**src/rtl/inst_queue_dual.sv**
```systemverilog
// inst_queue_dual: dual-port instruction queue between fetch and decode/issue.
// Accepts 0-2 lines per cycle from fetch and presents the two oldest entries
// to a dual-issue decoder, which pops 0-2 of them per cycle in program order.
//
// Ports:
//   clk, reset        clock; asynchronous active-high reset
//   ib_flush          synchronous flush, overrides push/pop
//   ib_wr_num         lines pushed (0..2), ib_wr_line0 older, ib_wr_line1 younger
//   ib_rd_num         lines popped (0..2)
//   ib_rline0/1       entries at head and head+1
//   ib_rvalid0/1      occupancy >= 1 / >= 2
//   ib_count          occupancy 0..DEPTH
//   ib_empty/full     occupancy == 0 / == DEPTH
//   ib_afull          fewer than two free slots
//   ib_err            registered one-cycle pulse after an illegal request
module inst_queue_dual #(
  parameter int DEPTH   = 16,
  parameter int EXC_WD  = 3,
  localparam int LINE_WD = 64 + EXC_WD,
  localparam int AW      = $clog2(DEPTH),
  localparam int CNT_WD  = AW + 1
) (
  input  logic               clk,
  input  logic               reset,
  input  logic               ib_flush,
  input  logic [1:0]         ib_wr_num,
  input  logic [LINE_WD-1:0] ib_wr_line0,
  input  logic [LINE_WD-1:0] ib_wr_line1,
  input  logic [1:0]         ib_rd_num,
  output logic [LINE_WD-1:0] ib_rline0,
  output logic [LINE_WD-1:0] ib_rline1,
  output logic               ib_rvalid0,
  output logic               ib_rvalid1,
  output logic [CNT_WD-1:0]  ib_count,
  output logic               ib_empty,
  output logic               ib_full,
  output logic               ib_afull,
  output logic               ib_err
);

  logic [LINE_WD-1:0] mem [DEPTH];
  logic [AW-1:0]      head;
  logic [AW-1:0]      tail;
  logic [CNT_WD-1:0]  count;

  logic [CNT_WD-1:0]  free_slots;
  logic               wr_ok;
  logic               rd_ok;
  logic [1:0]         wr_amt;
  logic [1:0]         rd_amt;
  logic               err_nxt;

  // Legality is judged against the current occupancy only; a same-cycle pop
  // never makes room for a same-cycle push.
  always_comb begin
    free_slots = CNT_WD'(DEPTH) - count;
    wr_ok      = (ib_wr_num != 2'd3) && (CNT_WD'(ib_wr_num) <= free_slots);
    rd_ok      = (ib_rd_num != 2'd3) && (CNT_WD'(ib_rd_num) <= count);
    wr_amt     = wr_ok ? ib_wr_num : 2'd0;
    rd_amt     = rd_ok ? ib_rd_num : 2'd0;
    err_nxt    = !ib_flush && (!wr_ok || !rd_ok);
  end

  always_ff @(posedge clk or posedge reset) begin
    if (reset) begin
      head   <= '0;
      tail   <= '0;
      count  <= '0;
      ib_err <= 1'b0;
    end else if (ib_flush) begin
      head   <= '0;
      tail   <= '0;
      count  <= '0;
      ib_err <= 1'b0;
    end else begin
      head   <= head + AW'(rd_amt);
      tail   <= tail + AW'(wr_amt);
      count  <= count + CNT_WD'(wr_amt) - CNT_WD'(rd_amt);
      ib_err <= err_nxt;
    end
  end

  // Storage is deliberately not reset; entries are only meaningful below count.
  always_ff @(posedge clk) begin
    if (!ib_flush && wr_amt != 2'd0) begin
      mem[tail] <= ib_wr_line0;
      if (wr_amt == 2'd2)
        mem[tail + AW'(1)] <= ib_wr_line1;
    end
  end

  always_comb begin
    ib_rline0  = mem[head];
    ib_rline1  = mem[head + AW'(1)];
    ib_count   = count;
    ib_rvalid0 = (count >= CNT_WD'(1));
    ib_rvalid1 = (count >= CNT_WD'(2));
    ib_empty   = (count == '0);
    ib_full    = (count == CNT_WD'(DEPTH));
    ib_afull   = (free_slots < CNT_WD'(2));
  end

endmodule
```
**config.mk**
```make
export PLATFORM = sky130hd
export DESIGN_NAME = inst_queue_dual
export DESIGN_NICKNAME = d
export VERILOG_FILES = /design/src/rtl/inst_queue_dual.sv
export SDC_FILE = /design/constraint.sdc
export NUM_CORES = 2
export LEC_CHECK = 0
export CAP_MARGIN = 20
export CORE_UTILIZATION = 45
export DETAILED_ROUTE_END_ITERATION = 7
export HOLD_SLACK_MARGIN = 0.1
export MAX_ROUTING_LAYER = met4
export PLACE_DENSITY_LB_ADDON = 0.15
export SKIP_LAST_GASP = 1
export SYNTH_ARGS = -nofsm -noshare
export SYNTH_HDL_FRONTEND = slang
export SYNTH_SLANG_ARGS = --single-unit
```
**constraint.sdc**
```tcl
create_clock -name clk -period 9.2 [get_ports clk]
set_clock_uncertainty 0.05 [all_clocks]
set_input_delay 1.84 -clock clk [delete_from_list [all_inputs] [get_ports clk]]
set_output_delay 1.84 -clock clk [all_outputs]
set_load 0.01 [all_outputs]
```
* Word-level counts from Yosys, hierarchy flattened
Memories as Yosys holds them, arrays and structs flattened. Index checks and enable logic that the tools add are counted. Widths: inputs -> output; s select.
Storage, ports and cells: RAM bits 1072, input bits 141, output and inout bits 145, word-level logic and storage cells 42, memories 1, register bits 14
Operators by class: mux-type cells 11, reduce and logical (&&, ||, !) cells 10, equal/unequal tests 4, $lt $le $gt $ge 5, $add $sub $neg 7
Memory list:
- mem | words 16, width 67, read ports 2, clocked after Yosys merged registers in 0, wr ports 2, RTL line 41 | logic [LINE_WD-1:0] mem [DEPTH];
Operator list (number):
- $le 2x5->1 | 2
- $add 4x1->4 const B | 2
- $add 4x2->4 | 2
- $mux 4 | 2
- $mux 1 | 6
- $add 5x2->5 | 1
- $eq 5x5->1 const B | 1
- $ge 5x1->1 const B | 1
- $ge 5x2->1 const B | 1
- $logic_not 5->1 | 1
- $lt 5x2->1 const B | 1
- $mux 5 | 1
- $sub 5x2->5 | 1
- $sub 5x5->5 const A | 1
- $logic_and 1x1->1 | 4
- $mux 2 | 2
- $ne 2x2->1 const B | 2
- $logic_not 1->1 | 3
- $eq 2x2->1 const B | 1
- $reduce_bool 2->1 | 1
- $logic_or 1x1->1 | 1

* Depth between registers and ports, before layout
depth in word-level cells 8, depth in mapped cells 19, gate-level depth less buffers 19

* Worst setup path before layout
No wires, ideal clock.
path type input to register, from input port ib_wr_num[1], to memory mem[12][0] in the netlist's numbering (enable), path buffers 1, library setup time 588 ps, data required time 8562 ps, slack 889 ps, arrival 7673 ps, stages 7, cell sequence ha_1 nor2b_1 o211a_1 o21ai_2 buf_6 nand2_1 nor3b_1
RTL lines:
- from (decl) | RTL line 26 | input logic [1:0] ib_wr_num,
- to (decl) | RTL line 41

* Final worst setup path
from register head[0], to output port ib_rline1[14]
On the way: word-level cells in the longest chain between the ends 2
RTL lines:
- from (decl) | RTL line 42 | logic [AW-1:0] head;
- from (signal assigned) | RTL line 76 | head <= head + AW'(rd_amt);
- $add 4x1->4 | RTL line 94 | ib_rline1 = mem[head + AW'(1)];
- $mem_v2 16x67
- to (decl) | RTL line 31 | output logic [LINE_WD-1:0] ib_rline1,
No other way between the ends.

==> flow_summary.yaml <==
placed_design:
  dp_hpwl_um: 109000
  io_buffer_count: 285
  dp.cells: 5220
  gp_congestion: 0.827
floorplanning:
  die_h_um: 376
  initial_core_util_pct: 45.6
  core_region_area_mm2: 0.138
  die_w_um: 376
  die-area_mm2: 0.141
  std_cell_rows: 136
  io_pins: 286
final_layout:
  seq_area_mm2: 0.0326
  area_growth_pct: 13.3
  instances_no_fill: 5487
  final_net_count: 3659
  multi_input_area_mm2: 0.0287
  fill_cells: 11100
  drive_gt1_share_pct: 55.4
synthesis:
  synthAdderAreaFrac_pct: 0.564
  synth_ff_type: "edfxtp_1"
  synth_compound_area_share_pct: 0.246
  synthSimpleGateAreaFrac_pct: 0.763
  synth_common_cells: "edfxtp_1 (1072), mux2_2 (979), mux4_2 (670), clkbuf_1 (239), buf_2 (96)"
  synthDominantCellAreaShare_pct: 51.1
  async_reset_ff_share_pct: 1.29
  synth_sequential_area_ratio_pct: 51.7
  ys_types: 42
  synth_area_mm2: 0.0630
  syn_nets: 3583
  yosysMostFrequentCell: "edfxtp_1"
  synth_edf_count: 1072
  synth_top_family_by_area: "multiplexers"
  synth_area_leaders: "edfxtp_1 (51%), mux4_2 (24%), mux2_2 (18%)"
  synth_xor_area_share_pct: 0.125
  yosys.area.top_type: "edfxtp_1"
  synth_warnings: 0
  synth_seq_cells: 1086
  syn-instance-count: 3416
  synthMuxAreaShare_pct: 43.4
  synth.avg_cell_area_um2: 18.4
power_and_ir_drop:
  ir_drop_mv: 0.405
  p_leak_nw: 22.0
  power_density_mw_per_mm2: 249
  fin_total_pwr_w: 0.0178
clock_network:
  cts_root_buf: "clkbuf_16"
  hold_buffers: 0
  cts_tree: "built"
  cts_buffers: 130
  path_clk_slew_ns: 0.05
  post_cts_buffers: 0
  post_cts_resized: 0
  clock_path_buffers: 3
  htree_num_levels: 4
  cts.sinks: 1086
  clk_latency_ns: 0.78
setup_path:
  critical_path.slowest_cell: "dfrtp_4"
  crit_buf_inv: 3
  worst-path-stages: 5
  crit_path_cell_trace: "buf_4, buf_4, mux4_2, mux4_2, clkdlybuf4s50_1"
  r2r-end: "mem[8][62]$_DFFE_PP_"
  r2r-start: "ib_count[0]$_DFF_PP0_"
  path_class: "flip-flop to primary output"
  required_ns: 7.31
  worstPathArrival_ns: 5.34
  end_kind: "primary output"
  crit_family: "buffers and inverters"
  worstSetupStartpointType: "flip-flop"
  setup.worst_path.end: "ib_rline1[14]"
  crit_fanout: 63
  ff2ff_setup_slack_ns: 4.37
  r2r_cells: 10
  cp-startpoint: "head[0]$_DFF_PP0_"
  slowest_delay_ns: 1.14
detailed_routing:
  first_pass_iters: 5
  vias_per_cell: 6.74
  routed_wl_um: 203000
  drtIter0Drc: 4118
  drc: 0
  ant_nets: 0
  vias: 37000
  wl_per_cell_um: 37.0
sta:
  hold_viol: 0
  rsz0062_at_grt: "false"
  fmax_ghz: 0.138
  worst_pin_slew_ns: 1.22
  min_period_over_period_pct: 78.5
  slew_headroom_pct: 18.4
  period_needed_ns: 7.23
  setup_viol: 0
  drv_slew: 0
  tns_ns: 0
grt:
  grt_max_degree: 129
  grt_pass1_wl_um: 288000
  grt_usage_pct: 29.7
  antenna_found_initial: 30
  grt_pass1_vias: 38500
  gr-total-overflow: 0
outcome:
  outcome: "complete, no violations"
worst_hold_path:
  hold_path_class: "flip-flop to flip-flop"
flow_run:
  maxCapViolCount: 0
==> state kept, by name (all words and copies together) (netlist names) <==
register  flops
head          4
ib_count      5
ib_err        1
mem        1072
tail          4
==> metal layers <==
layer / vias to the layer above / GRT usage [%] / wire [um]
li1: 14600 / - / -
met1: 20100 / 38.3 / 80700
met2: 1926 / 45.8 / 97200
met3: 386 / 7.79 / 18700
met4: 0 / 9.96 / 6610
met5: - / - / 0
==> area by class of cell <==
class	count	share of cell area, %
Clock buffer	165	4.89
Timing Repair Buffer	360	5.03
Multi-Input combinational cell	1891	40.2
Sequential cell	1086	45.6
Tap cell	1863	3.27
Clock inverter	71	0.794
Inverter	23	0.121
Antenna cell	28	0.0982
==> worst min-delay path, cell delays in order, from the launching register on <==
cell and delay, ns:
dfrtp_1 0.54, xnor2_1 0.11, nor2_1 0.08
==> where the power goes <==
part / switching, W / internal [W] / leakage [nW] / total (W)
logic: 0.00323 / 0.00371 / 10.1 / 0.00694
clock network: 0.00214 / 0.00286 / 1.97 / 0.00500
registers: 0.000212 / 0.00563 / 9.85 / 0.00584
==> through the flow <==
stage	setup slack (ns)	util [%]	instance area, um2	hold WS, ns
after global placement	2.90	48.6	67200	0.637
final	1.97	51.6	71400	0.723
after floorplan	0.889	-	63000	0.562
after global routing	1.73	51.6	71400	0.740
after detailed placement	2.78	48.6	67200	0.686
after CTS	1.94	51.5	71200	0.702
==> cell families after synthesis <==
| group | Yosys count |
|---|---|
| compound gates | 24 |
| xor+xnor | 9 |
| fa+ha+maj | 26 |
| buf+inv | 439 |
| flops | 1086 |
| mux | 1742 |
| simple gates | 90 |
==> worst min path at each step <==
| stage | slack, ns | end | cells after the start | start |
|---|---|---|---|---|
| finish | 0.72 | tail[2]$_DFF_PP0_ | 2 | tail[2]$_DFF_PP0_ |
| global placement | 0.64 | tail[2]$_DFF_PP0_ | 2 | tail[2]$_DFF_PP0_ |
| CTS | 0.70 | tail[2]$_DFF_PP0_ | 2 | tail[2]$_DFF_PP0_ |
| global route | 0.74 | tail[3]$_DFF_PP0_ | 2 | tail[3]$_DFF_PP0_ |
| floorplan | 0.56 | head[0]$_DFF_PP0_ | 2 | head[0]$_DFF_PP0_ |
| detailed placement | 0.69 | tail[2]$_DFF_PP0_ | 2 | tail[2]$_DFF_PP0_ |
==> placed cells by master, fill, tap and decap left out, types with 2 or more instances in the layout <==
cell type	n
edfxtp_1	1072
mux2_2	979
mux4_2	670
clkdlybuf4s50_1	285
clkbuf_16	135
buf_4	62
mux2_4	49
mux2_1	44
clkinv_1	30
clkbuf_1	30
diode_2	28
inv_1	23
ha_1	21
clkinv_2	19
nor2_1	17
and3_4	12
nor2_4	12
nor2b_1	10
nand2_1	10
a21oi_1	10
dfrtp_1	10
buf_12	10
clkinv_8	6
bufinv_16	6
nand3_1	5
xnor2_1	5
clkinvlp_4	5
nand2b_1	4
nor3_1	4
fa_1	4
inv_6	4
dfrtp_4	4
or3_1	3
o21ai_0	3
and3_1	2
nor4b_4	2
or4_4	2
xor2_1	2
buf_16	2
Power figures use the tool's default switching activity.
